[src/rtl/rx_sync_controller.sv]
// rx_sync_controller: receive-side lock sequencer for the optical audio link.
// It tracks the A/B subframe sequence coming out of frame_dismantle, pulses a
// datapath reset on loss of sync, and pairs A/B subframes into stereo samples
// that are handed to the sample FIFO through a one-entry valid/ready buffer.
module rx_sync_controller #(
    parameter int SAMPLE_W    = 20,
    parameter int LOCK_FRAMES = 8,
    parameter int TIMEOUT     = 4096,
    parameter int RST_CYCLES  = 4
) (
    input  logic                clk,
    input  logic                rst,
    input  logic                sf_valid,
    input  logic [SAMPLE_W-1:0] sf_data,
    input  logic                sf_channel,
    input  logic [7:0]          sf_frame,
    input  logic                dp_kill,
    output logic                dp_rst,
    output logic                locked,
    output logic                pair_valid,
    input  logic                pair_ready,
    output logic [SAMPLE_W-1:0] pair_left,
    output logic [SAMPLE_W-1:0] pair_right,
    output logic                pair_block_start,
    output logic [7:0]          overflow_count,
    output logic [7:0]          resync_count
);

    localparam int RC_W = (RST_CYCLES > 1) ? $clog2(RST_CYCLES) : 1;
    localparam int TO_W = $clog2(TIMEOUT + 1);
    localparam int GF_W = $clog2(LOCK_FRAMES + 1);

    typedef enum logic [1:0] {RESET_DP, SEARCH, ACQUIRE, LOCKED} state_t;

    state_t              state, state_next;
    logic [RC_W-1:0]     rst_cnt;
    logic [TO_W-1:0]     to_cnt;
    logic [GF_W-1:0]     good_cnt;
    logic                exp_b;        // next subframe must be channel B
    logic [7:0]          exp_frame;    // frame number expected on the next subframe
    logic [SAMPLE_W-1:0] left_hold;

    logic tracking, seq_ok, seq_err, timeout_err, err;
    logic good_a, good_b, pair_done, lock_hit, search_hit, rst_done;

    // Qualify the incoming subframe against the expected sequence.
    assign tracking    = (state == ACQUIRE) || (state == LOCKED);
    assign seq_ok      = (sf_channel == exp_b) && (sf_frame == exp_frame);
    assign seq_err     = tracking && sf_valid && !seq_ok;
    assign timeout_err = tracking && (to_cnt == TO_W'(TIMEOUT));
    // A kill and a sequence error in the same cycle collapse into one error.
    assign err         = tracking && (dp_kill || seq_err || timeout_err);
    assign good_a      = tracking && sf_valid && seq_ok && !exp_b && !err;
    assign good_b      = tracking && sf_valid && seq_ok &&  exp_b && !err;
    assign pair_done   = (state == LOCKED) && good_b;
    assign lock_hit    = (state == ACQUIRE) && good_b && (good_cnt == GF_W'(LOCK_FRAMES - 1));
    assign search_hit  = (state == SEARCH) && sf_valid && !sf_channel && (sf_frame == 8'd0);
    assign rst_done    = (rst_cnt == RC_W'(RST_CYCLES - 1));

    // State register.
    always_ff @(posedge clk) begin
        // NOTE: registers take non-blocking assignments so every flop samples
        // the pre-edge values regardless of block ordering.
        if (!rst) state <= RESET_DP;
        else      state <= state_next;
    end

    // Next-state logic.
    always_comb begin
        // NOTE: default first so no path leaves state_next unassigned (no latch).
        state_next = state;
        unique case (state)
            RESET_DP: if (rst_done)   state_next = SEARCH;
            SEARCH:   if (search_hit) state_next = ACQUIRE;
            ACQUIRE:  if (err)        state_next = RESET_DP;
                      else if (lock_hit) state_next = LOCKED;
            LOCKED:   if (err)        state_next = RESET_DP;
            default:                  state_next = RESET_DP;
        endcase
    end

    // Datapath: counters, sequence tracking, pair assembly, output buffer, stats.
    always_ff @(posedge clk) begin
        if (!rst) begin
            dp_rst           <= 1'b1;
            locked           <= 1'b0;
            rst_cnt          <= '0;
            to_cnt           <= '0;
            good_cnt         <= '0;
            exp_b            <= 1'b0;
            exp_frame        <= 8'd0;
            left_hold        <= '0;
            pair_valid       <= 1'b0;
            pair_left        <= '0;
            pair_right       <= '0;
            pair_block_start <= 1'b0;
            overflow_count   <= 8'd0;
            resync_count     <= 8'd0;
        end else begin
            dp_rst  <= (state_next == RESET_DP);
            locked  <= (state_next == LOCKED);
            rst_cnt <= (state == RESET_DP && state_next == RESET_DP) ? rst_cnt + 1'b1 : '0;

            if (!tracking || sf_valid || err) to_cnt <= '0;
            else                              to_cnt <= to_cnt + 1'b1;

            if (search_hit) begin
                exp_b     <= 1'b1;
                exp_frame <= 8'd0;
            end else if (good_a) begin
                exp_b <= 1'b1;
            end else if (good_b) begin
                exp_b     <= 1'b0;
                exp_frame <= (exp_frame == 8'd191) ? 8'd0 : exp_frame + 8'd1;
            end

            if (err || state != ACQUIRE) good_cnt <= '0;
            else if (good_b)             good_cnt <= good_cnt + 1'b1;

            if (err)                              left_hold <= '0;
            else if (state == LOCKED && good_a)   left_hold <= sf_data;

            if (err) begin
                pair_valid       <= 1'b0;
                pair_left        <= '0;
                pair_right       <= '0;
                pair_block_start <= 1'b0;
            end else if (pair_done && (!pair_valid || pair_ready)) begin
                pair_valid       <= 1'b1;
                pair_left        <= left_hold;
                pair_right       <= sf_data;
                pair_block_start <= (sf_frame == 8'd0);
            end else if (pair_valid && pair_ready) begin
                pair_valid <= 1'b0;
            end

            if (pair_done && pair_valid && !pair_ready && overflow_count != 8'hFF)
                overflow_count <= overflow_count + 8'd1;

            if (err && state == LOCKED && resync_count != 8'hFF)
                resync_count <= resync_count + 8'd1;
        end
    end

endmodule

[config.mk]
export PLATFORM = sky130hd
export DESIGN_NAME = rx_sync_controller
export DESIGN_NICKNAME = d
export VERILOG_FILES = /design/src/rtl/rx_sync_controller.sv
export SDC_FILE = /design/constraint.sdc
export NUM_CORES = 1
export LEC_CHECK = 0
export BUFFER_PORTS_ARGS = -buffer_cell sky130_fd_sc_hd__buf_2
export CORE_UTILIZATION = 50
export DETAILED_ROUTE_END_ITERATION = 6
export PLACE_DENSITY_LB_ADDON = 0.3
export SETUP_SLACK_MARGIN = 0.02
export SLEW_MARGIN = 10
export SYNTH_ARGS = -nofsm -noshare
export SYNTH_HDL_FRONTEND = slang
export SYNTH_SLANG_ARGS = --single-unit
export TNS_END_PERCENT = 30
[constraint.sdc]
create_clock -name clk -period 2.5 [get_ports clk]
set_input_delay 0.125 -clock clk [delete_from_list [all_inputs] [get_ports clk]]
set_output_delay 0.125 -clock clk [all_outputs]
set_load 0.1 [all_outputs]
==> out/qor.txt <==
Final Non-Filler Cells: 784
top cell type by total area after synthesis: dfxtp_1
Starting Density: 51.99%
Yosys warning total: 0
final net count: 688
post-route core utilization: 59.69%
Inserted Diodes: 0
post-synthesis cell count: 557
first-pass GRT wire length: 17.89 mm
fin. max-slew vios: 0
die width: 103.3 µm
CP startpoint kind: flop
final instance area: 5888 µm²
CTS tree: built
top cell family by delay on the critical path: simple AND/OR/NAND/NOR gates
slowest CP cell: or4_1
clk_lat worst skew: 370 ps
Hold/Removal Path Class: in -> reg
crit-path cells: inv_1, ha_1, nor4b_2, a31o_1, or4_1, buf_4, nand2_1, a21oi_2
busiest grt layer: met2
port bufs: 93
number of routed nets with antenna violations: 0
CP required: 2750 ps
Top Ports: 94
row count: 36
TritonRoute pass-1 iters: 4
TNS Setup: 0 ps
synthesized area: 5129 µm²
# DRC: 0
Wirelength per Cell: 13.78 µm
crit end category: flop
Seq/Total Area, Yosys: 42.94%
Clock Skew: 14.61 ps
Tot GR Track Use: 21.08%
Final Hold Violating Endpoints: 0
share of cells above drive strength 1: 27.19%
CP Max Fanout: 41
RSZ-0062 raised after global routing: no
Max Clock Freq: 435.2 MHz
core area: 9864 µm²
Synth top area share: 42.94%
maxcap violations: 0
commonest register cell after synthesis: dfxtp_1
critical path buffer and inverter count: 2
Syn Nets: 598
Final period util: 91.91%
# Post-CTS Setup Buffers: 0
# fillers: 884
Die H: 103.3 µm
drt via density: 5.380
outcome: complete, no violations
mean post-synth cell area: 9.208 µm²
PwrDens: 502.2 nW/µm²
grt ovf: 0
CTS clk-pin slew, worst paths: 110 ps
Setup Viol. Count Final: 0
cell count after placement: 764
Worst Path Class, Setup: reg -> reg
measured slew at the worst slew-check pin: 670.3 ps
Final Routed Wirelength: 10.81 mm
vias in the first global route: 3888
synth unique cells: 56
post-route minimum period: 2298 ps
Post-synth EDFFs: 0
Root Buffer: clkbuf_8
top cells by count, synth: nand2_1, dfxtp_1, nor2_1, mux2i_1, a21oi_2
largest net degree at the start of global routing: 63
Slew headroom: 55.31%
Pwr Total: 0.002957 W
largest cells by area after synthesis: dfxtp_1, nand2_1, mux2i_1, a21oi_2, nor2_1
Yosys reg bits: 110
GR Util met2: 34.87%
DP Area: 5660 µm²
drt first-iter violations: 119
LEAKAGE: 2.355 nW
met1 usage: 27.50%
CTS Buffer Depth: 2
Syn-to-layout area delta: 14.81%
M3 GR Usage: 3.562%
# clock sinks: 110
initial antenna violation count: 0
placed wire-length estimate: 7.705 mm
Worst EP arrival: 2540 ps
H-tree levels: 3
RD Place Congestion: 0.8839
Worst VDD drop: 0.4064 mV
Die ar.: 10670 µm²
total vias in the final route: 4218
clock buffer count from CTS: 9
slowest stage delay, CP: 520 ps
most frequent cell after synthesis: nand2_1
Async SR Flop Fraction: 0%
==> kinds of logic (layout without fill, tap and decap cells) <==
kind of cell	Yosys count	count (layout)	share of synthesized area [%]
AO/OA/AOI/OAI	85	85	13.59
XOR/XNOR	23	23	5.172
adder cells (fa/ha/maj)	7	7	1.708
buffers and inverters	38	132	4.562
flip-flops	110	110	42.94
multiplexers	37	37	7.221
AND/OR/NAND/NOR	257	257	24.81
==> report_power, final <==
group          internal [W]  switching [W]  leakage (nW)
Combinational     0.0000624       0.000115          1.38
Clock              0.000376       0.000636        0.0882
Sequential          0.00176     0.00000611         0.886
==> layout by cell type, fill, tap and decap left out, types with 3 or more instances in the layout <==
cell	instances
nand2_1	123
dfxtp_1	110
buf_2	93
nor2_1	50
mux2i_1	37
a21oi_2	36
nand2b_1	13
nand3_1	13
a21oi_1	13
and3_1	11
inv_1	9
clkbuf_8	9
xnor2_1	8
xor2_1	8
buf_4	8
nor4_1	7
o21ai_0	7
ha_1	7
xnor2_2	6
and4_1	5
dlygate4sd3_1	5
nand4_1	4
nor3_1	4
a211oi_1	4
or3_1	4
o21a_1	4
nor4b_2	3
or4_1	3
a2111oi_2	3
nor3b_1	3
==> layout make-up <==
type	count	area, µm²	area share (%)
timing repair buffer	108	615.6	10.45
sequential	110	2202	37.40
tap	133	166.4	2.826
clock buffer	9	123.9	2.104
inverter	9	33.78	0.5737
multi-input combinational	409	2693	45.73
clock inverter	6	53.80	0.9137
==> metal layers <==
metal  part of all wire [%]  up-vias
met2                     47      110
met3                    4.3       14
met4                    1.5        0
met5                      0        -
met1                     47     1998
li1                       -     2096
==> worst paths after layout <==
path	startpoint	to	slack [ps]	depth (start not counted)
worst max-delay path	to_cnt[0]	pair_right[9]	200	8
worst min-delay path	sf_data[12]	left_hold[12]	6	3
worst max register to register	to_cnt[0]	pair_right[9]	200	8
worst min register to register	rst_cnt[0]	rst_cnt[0]	430	1
==> repair_timing <==
| action | 4_1_cts | 5_1_grt |
|---|---|---|
| gates resized for setup | 0 | 0 |
| hold buffers | 4 | 1 |
| endpoints found under the hold margin | 7 | 1 |
==> registers in the layout, indices dropped and copies added, names as in the netlist <==
register,cells
dp_rst,1
exp_b,1
exp_frame,8
good_cnt,4
left_hold,20
locked,1
overflow_count,8
pair_block_start,1
pair_left,20
pair_right,20
pair_valid,1
resync_count,8
rst_cnt,2
state,2
to_cnt,13
==> metrics by stage <==
step,hold WS (ps),setup slack [ps]
global route,5.881,25.13
floorplan,265.5,320.2
global placement,372.9,301.1
CTS,1.414,217.8
detailed placement,378.6,238.9
finish,6.154,202.2
==> tightest hold or removal path, stage by stage <==
cell	delay (ps)
buf_2	100
mux2i_1	60
nor2_1	70
(Power assumes the default switching activity.)
